--- src/rtl/an_encoder_n37_4x4_if.sv ---
`default_nettype none
// +-----------------------------------------------------------------------+
// | an_encoder_n37_4x4_if : message-in / codeword-block-out handshake bus  |
// | Rev 1.0 - initial release                                             |
// +-----------------------------------------------------------------------+
interface an_encoder_n37_4x4_if;
  logic         clear;
  logic         in_valid;
  logic         in_ready;
  logic [12:0]  in_msg;
  logic         out_valid;
  logic         out_ready;
  logic [287:0] out_block;
  logic         blk_err;

  modport master (
    output clear, in_valid, in_msg, out_ready,
    input  in_ready, out_valid, out_block, blk_err
  );

  modport slave (
    input  clear, in_valid, in_msg, out_ready,
    output in_ready, out_valid, out_block, blk_err
  );
endinterface
`default_nettype wire

--- src/rtl/an_encoder_n37_4x4.sv ---
`default_nettype none
// +-----------------------------------------------------------------------+
// | an_encoder_n37_4x4 : AN (A=37) encoder packing 16 codewords into a    |
// | 4x4 row-major block. Optional macro: AN_RANGE_CHECK_EN (m <= 7084).   |
// | Rev 1.0 - initial release                                             |
// +-----------------------------------------------------------------------+
module an_encoder_n37_4x4 (
  input  logic                 clk,
  input  logic                 rst_n,
  an_encoder_n37_4x4_if.slave  bus
);

  typedef enum logic [0:0] {
    FILL = 1'b0,
    HOLD = 1'b1
  } state_t;

  localparam logic [12:0] c_max_msg = 13'd7084;

  state_t      r_state;
  state_t      w_state_nxt;
  logic [3:0]  r_cnt;
  logic [17:0] r_slot [16];
  logic        w_in_ready;
  logic        w_out_valid;
  logic        w_accept;
  logic [17:0] w_m_ext;
  logic [17:0] w_enc;
  logic [17:0] w_codeword;
  logic        w_oor;

  // 37*m as shift-add; arithmetic modulo 2^18 equals the truncated 19-bit sum
  assign w_m_ext = {5'd0, bus.in_msg};
  assign w_enc   = (w_m_ext << 5) + (w_m_ext << 2) + w_m_ext;
  assign w_oor   = (bus.in_msg > c_max_msg);

`ifdef AN_RANGE_CHECK_EN
  assign w_codeword = w_oor ? 18'd0 : w_enc;
`else
  assign w_codeword = w_enc;
`endif

  // clear beats a simultaneous handshake
  assign w_accept = bus.in_valid & w_in_ready & ~bus.clear;

  always_ff @(posedge clk or negedge rst_n) begin
    if (!rst_n) begin
      r_state <= FILL;
    end else begin
      r_state <= w_state_nxt;
    end
  end

  always_comb begin
    w_state_nxt = r_state;
    w_in_ready  = 1'b0;
    w_out_valid = 1'b0;
    case (r_state)
      FILL: begin
        w_in_ready = 1'b1;
        if (w_accept && (r_cnt == 4'd15)) begin
          w_state_nxt = HOLD;
        end
      end
      HOLD: begin
        w_out_valid = 1'b1;
        if (bus.out_ready) begin
          w_state_nxt = FILL;
        end
      end
      default: begin
        w_state_nxt = FILL;
      end
    endcase
  end

  always_ff @(posedge clk or negedge rst_n) begin
    if (!rst_n) begin
      r_cnt <= 4'd0;
      for (int i = 0; i < 16; i++) begin
        r_slot[i] <= 18'd0;
      end
    end else if (r_state == FILL) begin
      if (bus.clear) begin
        r_cnt <= 4'd0;
      end else if (w_accept) begin
        r_slot[r_cnt] <= w_codeword;
        r_cnt         <= r_cnt + 4'd1;
      end
    end
  end

`ifdef AN_RANGE_CHECK_EN
  logic r_blk_err;

  always_ff @(posedge clk or negedge rst_n) begin
    if (!rst_n) begin
      r_blk_err <= 1'b0;
    end else if (r_state == FILL) begin
      if (bus.clear) begin
        r_blk_err <= 1'b0;
      end else if (w_accept && w_oor) begin
        r_blk_err <= 1'b1;
      end
    end else if (bus.out_ready) begin
      r_blk_err <= 1'b0;
    end
  end

  assign bus.blk_err = r_blk_err;
`else
  assign bus.blk_err = 1'b0;
`endif

  generate
    for (genvar gi = 0; gi < 16; gi++) begin : g_slot
      assign bus.out_block[18*gi +: 18] = r_slot[gi];
    end
  endgenerate

  assign bus.in_ready  = w_in_ready;
  assign bus.out_valid = w_out_valid;

endmodule
`default_nettype wire

--- src/flat_wrapper.sv ---
// flat-port wrapper written by rule: the top's interface ports become plain ports
module an_encoder_n37_4x4_flat 
  (clk, rst_n, bus_clear, bus_in_valid, bus_in_msg, bus_out_ready, bus_in_ready, bus_out_valid, bus_out_block, bus_blk_err);
  an_encoder_n37_4x4_if bus_i ();
  input  logic clk;
  input  logic rst_n;
  input wire logic [$bits(bus_i.clear)-1:0] bus_clear;
  input wire logic [$bits(bus_i.in_valid)-1:0] bus_in_valid;
  input wire logic [$bits(bus_i.in_msg)-1:0] bus_in_msg;
  input wire logic [$bits(bus_i.out_ready)-1:0] bus_out_ready;
  output wire logic [$bits(bus_i.in_ready)-1:0] bus_in_ready;
  output wire logic [$bits(bus_i.out_valid)-1:0] bus_out_valid;
  output wire logic [$bits(bus_i.out_block)-1:0] bus_out_block;
  output wire logic [$bits(bus_i.blk_err)-1:0] bus_blk_err;
  assign bus_i.clear = bus_clear;
  assign bus_i.in_valid = bus_in_valid;
  assign bus_i.in_msg = bus_in_msg;
  assign bus_i.out_ready = bus_out_ready;
  assign bus_in_ready = bus_i.in_ready;
  assign bus_out_valid = bus_i.out_valid;
  assign bus_out_block = bus_i.out_block;
  assign bus_blk_err = bus_i.blk_err;
  an_encoder_n37_4x4 u_core (.clk(clk), .rst_n(rst_n), .bus(bus_i));
endmodule
--- config.mk ---
export PLATFORM = sky130hd
export DESIGN_NAME = an_encoder_n37_4x4_flat
export DESIGN_NICKNAME = d
export VERILOG_FILES = /design/src/rtl/an_encoder_n37_4x4_if.sv /design/src/rtl/an_encoder_n37_4x4.sv /design/src/flat_wrapper.sv
export SDC_FILE = /design/constraint.sdc
export NUM_CORES = 1
export LEC_CHECK = 0
export CORE_ASPECT_RATIO = 0.5
export CORE_MARGIN = 2
export CORE_UTILIZATION = 49
export CTS_CLUSTER_DIAMETER = 100
export DETAILED_ROUTE_END_ITERATION = 6
export PLACE_DENSITY = 0.78
export SLEW_MARGIN = 10
export SYNTH_ARGS = -nofsm -noshare
export SYNTH_HDL_FRONTEND = slang
export SYNTH_SLANG_ARGS = --single-unit
--- constraint.sdc ---
create_clock -name clk -period 2.3 [get_ports clk]
set_input_delay 0.575 -clock clk [delete_from_list [all_inputs] [get_ports clk]]
set_output_delay 0.575 -clock clk [all_outputs]
set_load 0.02 [all_outputs]
---- After elaboration in Yosys (flattened, before gate mapping) ----
Cells that the tools add are included.
storage, ports and cells
  flip-flop bits (word level) ............. 293
  word-level logic and storage cells ...... 44
  latch bits .............................. 0
  memory bits (read-only) ................. 0
  RAM bits ................................ 0
  memories ................................ 0
  output and inout port bits .............. 291
cells by class
  reduce and logical (&&, ||, !) cells .... 5
  multipliers ............................. 0
  add/subtract/negate cells ............... 3
  bitwise gates (word level) .............. 5
  div/mod/pow operators ................... 0
  eq/ne operators ......................... 1
  multiplexer cells ....................... 10
  shift-type cells ........................ 0
  $lt $le $gt $ge ......................... 2
operator list
  kind                   number
  $bwmux W288            1
  $demux W18 S4          1
  $add A18 B13 Y18       1
  $add A18 B15 Y18       1
  $mux W18               1
  $mux W4                2
  $ge A5 B5 Y1 const B   1
  $lt A5 B1 Y1 const B   1
  $not A4 Y5             1
  $add A4 B1 Y4 const B  1
  $eq A4 B4 Y1 const B   1
  $mux W1                4
  $reduce_and A3 Y1      1
  $and A1 B1 Y1          2
  $logic_and A1 B1 Y1    2
  $not A1 Y1             2
  $pmux W1 S2            1
  $reduce_and A2 Y1      1
  $reduce_bool A2 Y1     1

---- Logic depth before layout (Yosys ltp) ----
Gate-level depths: netlist of the first run.
  depth in word-level cells ............... 6
  mapped depth ............................ 13
  gate-level depth less buffers ........... 10

---- Least setup slack after synthesis of the first run ----
Ideal clock, no wire load.
  kind .................................... in2reg
  start point ............................. input bus_in_msg[0]
  end point ............................... register u_core.r_slot (netlist bit u_core.bus.out_block[105])
  required time ........................... 2.175 ns
  stages .................................. 12
  slack ................................... -0.826 ns
  library setup time ...................... 0.125 ns
  arrival time ............................ 3.001 ns
  path buffers ............................ 2
  cells stage by stage .................... inv_1 clkbuf_1 fa_1 inv_1 ha_1 a21o_1 nand4_1 nand3_2 a31oi_2 o311ai_2 buf_4 mux2_2
on the way
  longest elaborated chain between the ends .. 3
RTL lines
  what                             RTL line                  text
  from (decl)                      flat_wrapper.sv:9         input wire logic [$bits(bus_i.in_msg)-1:0] bus_in_msg;
  $add A18 B15 Y18                 an_encoder_n37_4x4.sv:34  assign w_enc = (w_m_ext << 5) + (w_m_ext << 2) + w_m_ext;
  $add A18 B13 Y18 (*)             an_encoder_n37_4x4.sv:34
  $bwmux W288 (*)                  an_encoder_n37_4x4.sv:87  r_slot[r_cnt] <= w_codeword;
  to (signal, indexed assignment)  an_encoder_n37_4x4.sv:87
  to (decl)                        an_encoder_n37_4x4.sv:23  logic [17:0] r_slot [16];
Mark *: on every way between the ends. The rest lies on a longest branch, timed or not.
A chain may end at the register's enable or synchronous reset.

---- Worst setup path after layout of the first run ----
  start point ............................. input bus_in_msg[0]
  end point ............................... register u_core.r_slot (netlist bit u_core.bus.out_block[267])
Same word-level chain as after synthesis.

==> metrics.txt, run 1 <==
top cell type's share of synthesized area 62.6%; Crit Path Class input port to flop; most used flip-flop cell after synthesis dfrtp_1; Post-synth EDFFs 0; worst setup margin -0.158 ns; 1st-iter DRT viols 744; hold_ws 0.385 ns; Syn-to-layout area delta 49.6%; Initial Utilization 50.6%; DP Cell Count 1,653; insertion delay to the later sink of the worst-skew pair 0.54 ns; max-cap violations 0; area of the multi-input gates 0.00459 mm^2; library cells used by synthesis 50; Synth Register Bits 293; Vias/cell 5.38; Pwr Total 16,100 uW; Chip Width 223 um; Met2 Wirelength 17,800 um; RSZ-0062 raised after global routing true; crit share post-route 107%; reg-to-reg endpoint u_core.bus.out_block[15]; highest routed metal layer met4; Async S/R FF share, synth 100%; WL met1 14,800 um; Max stage delay on crit path 0.51 ns; top-count cell post-synth dfrtp_1; Critical Path AT 2.89 ns; reg-to-reg slack, setup 0.37 ns; Area contributors post-synth dfrtp_1 63%, mux2_2 8.5%, nand2_1 7.7%; vias in the first global route 9,704; CTS Root Cell clkbuf_16; CP Buf/Inv Count 4; Worst setup SP type input port; Core ar. 0.0231 mm^2; Worst-path clk slew 0.06 ns; PortBufs 307; I/O Pins 309; required time of the critical path 2.73 ns; routed len/inst 20.8 um; Cell Area, Synth 0.0117 mm^2; RePlAce Congestion 0.870; largest net degree at the start of global routing 72; Slew Limit Fails 0; TritonCTS buffer count 26; Slew HR 66.6%; synth cell count leaders 293 x dfrtp_1, 241 x nand2_1, 177 x o21ai_0, 88 x mux2_2, 47 x clkbuf_1; WP depth 12; min cycle time layout 2.46 ns; FP Rows 39; PD cells 921 mW/mm^2; clock sink count 293; Fillers 1,460; CP max stage cell fa_1; iteration count of the initial detailed-routing pass 5; final setup fails 126; Die Ht 113 um; CTS Buffer Depth 3; Peak VDD IR 662 uV; CTS tree done; grt ovf 0; measured slew at the worst slew-check pin 0.501 ns; Tot GR Track Use 28.5%; vias 9,225; first-pass GRT wire length 55,200 um; CP endpoint u_core.bus.out_block[267]; layout cells sized above 1 25.6%; outcome finished, violations left; H-tree depth 1; FF+latch area 0.00733 mm^2; r2r startpoint u_core.r_state; CP Launch Point bus_in_msg[0]; drt drc 0; CP Cell Sequence buf_8 > clkinvlp_4 > fa_1 > inv_2 > ha_4 > a21o_1 > nand4_1 > nand3_2 > a311o_1 > o311ai_4 > clkbuf_16 > mux2_4; worst hold path class input port to flop; fraction of the yosys area taken by sequential cells 62.6%; Static Leak 0.00797 uW; cell family with most CP delay adder cells; HPWL after detailed placement 24,700 um; initial antenna violation count 0; failing checks setup timing; Synth warnings 0; Finished Layout Cells 1,715; post-synthesis cell count 1,023; largest area contributor in the netlist dfrtp_1; worst-path maximum fanout 8; FMAX 407 MHz; ant diodes 0; syn_nets 1,072; final net count 1,438; Setup Skew 0.00907 ns; worst reg2reg path depth 6; Mapped Avg Cell Area 11.4 um^2; Crit. End Element flop; DRT antenna net count 0; met3 wire len 1500 um; pre-CTS WS -1.35 ns; WL final 35,700 um; final hold violations 0; Die Area 0.0252 mm^2
[cells by family (layout without fill, tap and decap cells)]
logic type,after synthesis,in the layout,synth area share (%)
AOI/OAI and AO/OA,235,235,11.3
xor gates and xnor gates,11,11,0.951
adders and majority gates,31,31,3.89
buffers and inverters,85,470,3.26
DFF,293,293,62.6
muxes,88,88,8.46
other,1,1,0.0320
and+or+nand+nor,279,279,9.55
[placed cells by master (no fill, tap or decap), types with 6 or more instances in the layout]
master,instances
buf_4,61
nand2_1,240
a21oi_1,8
buf_12,31
mux2_2,81
clkbuf_16,27
o21ai_0,84
ha_1,9
dfrtp_1,293
clkinv_2,7
o21ai_1,60
mux2_4,7
ha_4,11
buf_2,6
buf_6,12
nor2_1,8
o21ai_2,55
clkdlybuf4s50_1,291
nand3_1,6
[how the worst min path moves through the flow]
stage               slack (ns)  cells past startpoint                         to                 startpoint
floorplan                 0.28                      0    u_core.bus.out_block[0]                      rst_n
global placement          0.46                      2  u_core.bus.out_block[180]  u_core.bus.out_block[180]
detailed placement        0.47                      2  u_core.bus.out_block[271]  u_core.bus.out_block[271]
CTS                       0.39                      3   u_core.bus.out_block[37]              bus_in_msg[1]
global route              0.39                      3   u_core.bus.out_block[37]              bus_in_msg[1]
finish                    0.39                      3   u_core.bus.out_block[37]              bus_in_msg[1]
[stage by stage]
stage	setup TNS [ns]	cell area, um^2	utilization (%)
floorplan	-77.12	11800	-
global placement	-207.08	16000	69.2
detailed placement	-220.96	16000	69.2
CTS	-16.48	17400	75.3
global route	-17.78	17500	75.7
finish	-8.97	17500	75.7
[repair_timing]
action | 4_1_cts | 5_1_grt
endpoints found under the hold margin | 43 | 0
pin swaps | 31 | 38
hold buffers | 1 | 0
endpoints found under the setup margin | 195 | 177
setup buffers | 11 | 4
resized for setup | 154 | 56
gates cloned | 4 | 0
[flip-flops by register name (all words and copies together), names as in the netlist]
signal	flops
u_core.bus.out_block	288
u_core.r_cnt	4
u_core.r_state	1
[metal layers]
metal	track usage (%)	up-vias
met5	0	-
met4	12.8	0
met3	3.66	95
met2	49.0	280
met1	36.7	4662
li1	-	4188
[area by class of cell]
class	count	share of cell area [%]
multi-input combinational	645	26.2
clock inverter	11	0.686
clock buffer	36	4.21
timing repair buffer	413	24.6
inverter	10	0.250
tap	307	2.19
sequential	293	41.9
[where the power goes]
part	switching [uW]	total, uW	internal, uW
Clock	1930	4410	2480
Combinational	3020	5560	2540
Sequential	377	6180	5810
Total	5320	16100	10800
[tightest hold or removal path: cells and delay by family]
| kind | cells | cell delay [ns] |
|---|---|---|
| buffers and inverters | 2 | 0.17 |
| muxes | 1 | 0.13 |
No activity file was read; power rests on OpenSTA's default activity.
==> run 2, diff against run 1 <==
--- a/config.mk
+++ b/config.mk
@@ -7,10 +7,10 @@
 export LEC_CHECK = 0
 export CORE_ASPECT_RATIO = 0.5
 export CORE_MARGIN = 2
-export CORE_UTILIZATION = 49
+export CORE_UTILIZATION = 45
 export CTS_CLUSTER_DIAMETER = 100
 export DETAILED_ROUTE_END_ITERATION = 6
-export PLACE_DENSITY = 0.78
+export PLACE_DENSITY = 0.72
 export SLEW_MARGIN = 10
 export SYNTH_ARGS = -nofsm -noshare
 export SYNTH_HDL_FRONTEND = slang
==> run 2 against run 1 <==
Compared with the run above: the flow still finishes with violations (setup timing); sequential power barely moved; die area grew 8.6%; register-to-register slack about the same; non-clock buffer count grew 17; worst hold slack improved by 0.093 ns; combinational power is 4.5% higher; via count hardly changed; setup slack lost 0.024 ns; flip-flop and latch count unchanged; first-iteration DRC count fell by 26%; clock skew hardly changed; wire length rose by 3.0%; largest power group unchanged; highest routed layer unchanged.
==> metrics.txt, run 2 (same netlist as run 1, synthesis figures left out) <==
outcome finished, violations left; failing checks setup timing; TritonCTS buffer count 26 (unchanged); Pwr Total 16,600 uW (+3.1%); CP Cell Sequence buf_4 > ha_1 > ha_2 > fa_2 > a21o_1 > nand4_1 > nand3_4 > a31oi_4 > buf_6 > xor2_4 > buf_12 > clkbuf_16 > o21ai_1; vias in the first global route 9,274 (-4.4%); Largest register FFs 288 (unchanged); I/O Pins 309 (unchanged); most common cell after layout, fill and taps aside dfrtp_1; P_sw 5560 uW (+4.5%); vias 9,227 (+0.022%); grt ovf 0 (unchanged); first-pass GRT wire length 54,800 um (-0.66%); clock share of power 27.9% (+0.6 points); Logic pwr share 34.9% (+0.5 points); Crit Path Class input port to flop; WL final 36,800 um (+3.0%); H-tree depth 1 (unchanged); final net count 1,455 (+1.2%); HPWL after detailed placement 25,200 um (+2.1%); initial antenna violation count 1 (+1); RSZ-0062 raised after global routing true; final setup fails 169 (+34%); Syn-to-layout area delta 53.7%; largest net degree at the start of global routing 58 (-19%); FMAX 403 MHz (-0.99%); Cell Int Power 11,100 uW (+2.4%); CTS Root Cell clkbuf_16; PortBufs 307 (unchanged); Worst setup SP type input port; CTS Buffer Depth 3 (unchanged); Vias/cell 5.21 (-3.1%); layout cells sized above 1 27.9% (+2.3 points); final hold violations 0 (unchanged); CTS tree done; iteration count of the initial detailed-routing pass 5 (unchanged); RePlAce Congestion 0.858 (-1.4%); CP max stage cell fa_2; Chip Width 232 um (+4.3%); DRT antenna net count 0 (unchanged); Core Util, Final 70.9% (-4.8 points); routed len/inst 20.8 um (-0.21%); Tot GR Track Use 26.0% (-2.5 points); Setup TNS Final -21.23 ns (-12.26 ns); Critical Path AT 2.91 ns (+0.02 ns); PD cells 924 mW/mm^2 (+0.32%); Peak VDD IR 643 uV (-2.8%); reg-to-reg slack, setup 0.37 ns (about the same); r2r startpoint u_core.r_state; 1st-iter DRT viols 548 (-26%); Slew Limit Fails 0 (unchanged); required time of the critical path 2.73 ns (about the same); insertion delay to the later sink of the worst-skew pair 0.54 ns (about the same); worst reg2reg path depth 6 (unchanged); Initial Utilization 46.1% (-4.5 points); Die Ht 118 um (+4.2%); reg-to-reg endpoint u_core.bus.out_block[19]; Crit. End Element flop; sw frac 33.4% (+0.44 points); worst-path maximum fanout 8 (unchanged); hold path cells 2 (-1); min cycle time layout 2.48 ns (+0.0245 ns); worst hold path class flop to flop; Fillers 1,778 (+22%); worst setup margin -0.182 ns (-0.0245 ns); Max stage delay on crit path 0.35 ns (-0.16 ns); hold_sp u_core.bus.out_block[191]; crit share post-route 108% (+1.1 points); WHS Endpoint u_core.bus.out_block[191]; max-cap violations 0 (unchanged); drt drc 0 (unchanged); Static Leak 0.00819 uW (+2.8%); Setup Skew 0.00918 ns (+0.000108 ns); Reg power frac 37.1% (-1.2 points); clock sink count 293 (unchanged); FP Rows 41 (+5.1%); Die Area 0.0274 mm^2 (+8.6%); Core ar. 0.0254 mm^2 (+9.8%); ant diodes 0 (unchanged); commonest non-fill, non-tap cells in the layout 293 x dfrtp_1, 291 x clkdlybuf4s50_1, 239 x nand2_1; Worst-path clk slew 0.07 ns (about the same)
[run 2: cell count changes in the layout (fill, tap and decap cells not counted), moves of 5 or more]
cell,change
buf_2,-5
buf_4,+8
mux2_4,+5
mux2_2,-5
o21ai_1,+10
o21ai_2,+21
o21ai_0,-33
buf_6,+7
[run 2: timing repair]
item | CTS | global route
resized for setup | 130 | 130
hold endpoints to repair | 40 | 0
pin swaps | 30 | 45
gates cloned | 2 | 3
hold buffers | 1 | 0
buffers inserted | 16 | 6
setup endpoints to repair | 193 | 163
[run 2: per-stage QoR]
stage	cell area, um^2	instances	setup slack, ns	hold WS (ns)
5_1_grt	18000	1770	-0.246	0.491
3_5_place_dp	16100	1697	-1.45	0.467
2_1_floorplan	11800	1023	-0.566	0.279
4_1_cts	17500	1764	-0.263	0.485
3_3_place_gp	16100	1697	-1.35	0.461
6_report	18000	1770	-0.182	0.478
[run 2: per-layer routing]
layer	GRT usage (%)	vias to the layer above	part of all wire, %	wire [um]
li1	-	4243	-	-
met5	0	-	0	0
met2	44.1	210	51	18800
met4	8.05	0	3.0	1110
met1	35.0	4717	42	15600
met3	3.20	57	3.4	1260
[run 2: worst max-delay path by stage]
stage | startpoint | endpoint
after CTS | bus_in_msg[0] | u_core.bus.out_block[87]
after global placement | bus_in_msg[0] | u_core.bus.out_block[161]
after global routing | bus_in_msg[3] | u_core.bus.out_block[11]
after detailed placement | bus_in_msg[0] | u_core.bus.out_block[89]
after floorplan | bus_in_msg[0] | u_core.bus.out_block[105]
final | bus_in_msg[3] | u_core.bus.out_block[11]
[run 2: power by group through the flow]
stage	clock [uW]	sequential (uW)	combinational (uW)
2_1_floorplan	0	7040	1340
3_3_place_gp	0	6230	4740
3_5_place_dp	0	6260	4810
4_1_cts	4710	6170	5280
5_1_grt	4950	6250	6090
6_report	4650	6180	5810
[run 2: worst max-delay path, delay by kind of cell]
family | cells | cell delay (ns)
adders and majority gates | 3 | 0.85
and+or+nand+nor | 2 | 0.27
buffers and inverters | 4 | 0.59
AOI/OAI and AO/OA | 3 | 0.48
xor gates and xnor gates | 1 | 0.15
[run 2: layout make-up]
type / instances / area, um^2 / share of cell area [%]
tap: 344 / 430 / 2.39
clock inverter: 18 / 215 / 1.20
timing repair buffer: 430 / 4550 / 25.3
inverter: 10 / 41.3 / 0.229
clock buffer: 30 / 686 / 3.81
sequential: 293 / 7330 / 40.7
multi-input combinational: 645 / 4740 / 26.4
==> run 3, diff against run 2 <==
--- a/config.mk
+++ b/config.mk
@@ -6,7 +6,7 @@
 export NUM_CORES = 1
 export LEC_CHECK = 0
 export CORE_ASPECT_RATIO = 0.5
-export CORE_MARGIN = 2
+export CORE_MARGIN = 3
 export CORE_UTILIZATION = 45
 export CTS_CLUSTER_DIAMETER = 100
 export DETAILED_ROUTE_END_ITERATION = 6
==> run 3 against run 2 <==
Compared with the run above: the run still ends with setup timing left; clock skew is 0.00060 ns higher; global-route usage increased by 1.7 points; maximum frequency is 3.6% lower; register-to-register slack barely moved; sequential share of layout area fell by 0.86 points; flip-flop and latch count did not move; worst hold slack lost 0.090 ns; wire length up 6.3%; critical path type unchanged; critical endpoint is now u_core.bus.out_block[191].
==> metrics.txt, run 3 (same netlist as run 1, synthesis figures left out) <==
first-pass GRT wire length 59,300 um (+8.1%); RSZ-0062 raised after global routing true; FP Rows 41 (unchanged); Peak VDD IR 642 uV (-0.17%); Largest register FFs 288 (unchanged); CP max stage cell fa_2; min cycle time layout 2.58 ns (+0.0937 ns); pre-CTS WS -1.40 ns (+0.0547 ns); HPWL after detailed placement 26,000 um (+2.8%); hold path cells 3 (+1); DRT antenna net count 0 (unchanged); WL final 39,100 um (+6.3%); Crit. End Element flop; PD cells 916 mW/mm^2 (-0.85%); I/O Pins 309 (unchanged); Finished Layout Cells 1,798 (+1.6%); crit share post-route 112% (+4.1 points); P_sw 5700 uW (+2.6%); DP Cell Count 1,708 (+0.65%); cell family with most CP delay buffers and inverters; failing checks setup timing; iteration count of the initial detailed-routing pass 5 (unchanged); Worst-path clk slew 0.07 ns (about the same); outcome finished, violations left; final hold violations 0 (unchanged); Core Util, Final 72.4% (+1.5 points); Crit Path Class input port to flop; Tot GR Track Use 27.7% (+1.7 points); routed len/inst 21.8 um (+4.7%); layout cells sized above 1 31.9% (+4.0 points); worst hold path class input port to flop; CP Buf/Inv Count 5 (+1); CP Cell Sequence buf_8 > buf_4 > ha_4 > ha_4 > fa_2 > a21o_1 > nand4_1 > nand3_2 > buf_6 > a31oi_4 > buf_6 > xor2_4 > clkbuf_16 > o21ai_2; most common cell after layout, fill and taps aside dfrtp_1; grt ovf 0 (unchanged); FMAX 388 MHz (-3.6%); hold_ws 0.388 ns (-0.0896 ns); drt drc 0 (unchanged); worst setup margin -0.276 ns (-0.0937 ns); clock share of power 26.8% (-1.1 points); max-cap violations 0 (unchanged); Core ar. 0.0254 mm^2 (unchanged); CTS Root Cell clkbuf_16; Cell Int Power 11,200 uW (+0.64%); worst-path maximum fanout 8 (unchanged); H-tree depth 1 (unchanged); Max stage delay on crit path 0.36 ns (about the same); Critical Path AT 3.00 ns (+0.09 ns); vias in the first global route 10,200 (+10%); Initial Utilization 46.1% (unchanged); Syn-to-layout area delta 57.0%; commonest non-fill, non-tap cells in the layout 293 x dfrtp_1, 291 x clkdlybuf4s50_1, 240 x nand2_1; WP depth 14 (+1); Setup Skew 0.00978 ns (+0.000601 ns); Reg power frac 36.8% (-0.3 points); 1st-iter DRT viols 680 (+24%); initial antenna violation count 0 (-1); sw frac 33.8% (+0.42 points); worst reg2reg path depth 8 (+2); ant diodes 0 (unchanged); insertion delay to the later sink of the worst-skew pair 0.55 ns (about the same); final setup fails 159 (-5.9%); Static Leak 0.00838 uW (+2.3%); RePlAce Congestion 0.887 (+3.4%); largest net degree at the start of global routing 68 (+17%); Chip Width 234 um (+0.86%); CTS tree done; CTS Buffer Depth 3 (unchanged); TritonCTS buffer count 26 (unchanged); Worst setup SP type input port; vias 9,597 (+4.0%); clock sink count 293 (unchanged); PortBufs 307 (unchanged); Die Area 0.0281 mm^2 (+2.6%); required time of the critical path 2.72 ns (about the same); Logic pwr share 36.4% (+1.5 points); final net count 1,484 (+2.0%); Vias/cell 5.34 (+2.4%); Die Ht 120 um (+1.7%); Slew Limit Fails 0 (unchanged)
## run 3: cell types whose count changed in the layout (fill, tap and decap cells not counted), sizes merged
cell,previous run,this run
clkbuf,34,46
inv,12,9
dlygate4sd2,4,2
bufinv,4,1
clkinv,11,3
buf,126,158
## run 3: final timing paths
kind	startpoint	endpoint	slack (ns)
max	bus_in_msg[1]	u_core.bus.out_block[191]	-0.28
min in group asynchronous	rst_n	u_core.bus.out_block[3]	0.55
min	bus_in_msg[1]	u_core.bus.out_block[37]	0.39
min reg2reg	u_core.bus.out_block[128]	u_core.bus.out_block[128]	0.48
max in group asynchronous	rst_n	u_core.bus.out_block[210]	1.03
max reg2reg	u_core.r_state	u_core.bus.out_block[172]	0.36
## run 3: layer usage
metal | vias up | part of all wire (%) | global-route usage, %
met5 | - | 0 | 0
met1 | 4892 | 41 | 35.7
met3 | 110 | 4.3 | 4.15
met2 | 285 | 50 | 46.7
li1 | 4310 | - | -
met4 | 0 | 4.6 | 12.2
## run 3: area by class of cell
cell class / count / area (um^2)
clock buffer: 43 / 826
multi-input combinational: 645 / 4890
timing repair buffer: 459 / 4820
tap: 344 / 430
fill: 1732 / 7000
clock inverter: 4 / 48.8
inverter: 10 / 43.8
sequential: 293 / 7330
## run 3: what timing repair did
item / in CTS / in global routing
endpoints found under the setup margin: 193 / 177
pin swaps: 57 / 54
hold endpoints to repair: 40 / 0
hold buffers: 1 / 0
gates cloned: 7 / 2
setup buffers: 38 / 7
gates resized for setup: 247 / 108
## run 3: power groups by stage
stage               Combinational (uW)  Sequential (uW)  Clock (uW)
global placement                  4720             6260           0
global route                      6410             6280        4820
floorplan                         1340             7040           0
CTS                               5900             6200        4550
detailed placement                4790             6290           0
finish                            6140             6210        4510
## run 3: worst min-delay path: cells and delay by family
kind | cells | cell delay [ns]
multiplexers | 1 | 0.14
buffers and inverters | 2 | 0.18
## run 3: per-stage QoR
| step | TNS, ns | instance area [um^2] | total power, uW |
|---|---|---|---|
| after floorplan | -77.12 | 11800 | 8380 |
| after global placement | -216.08 | 16200 | 11000 |
| after detailed placement | -222.52 | 16200 | 11100 |
| after CTS | -20.08 | 18100 | 16600 |
| after global routing | -33.52 | 18400 | 17500 |
| final | -25.04 | 18400 | 16900 |
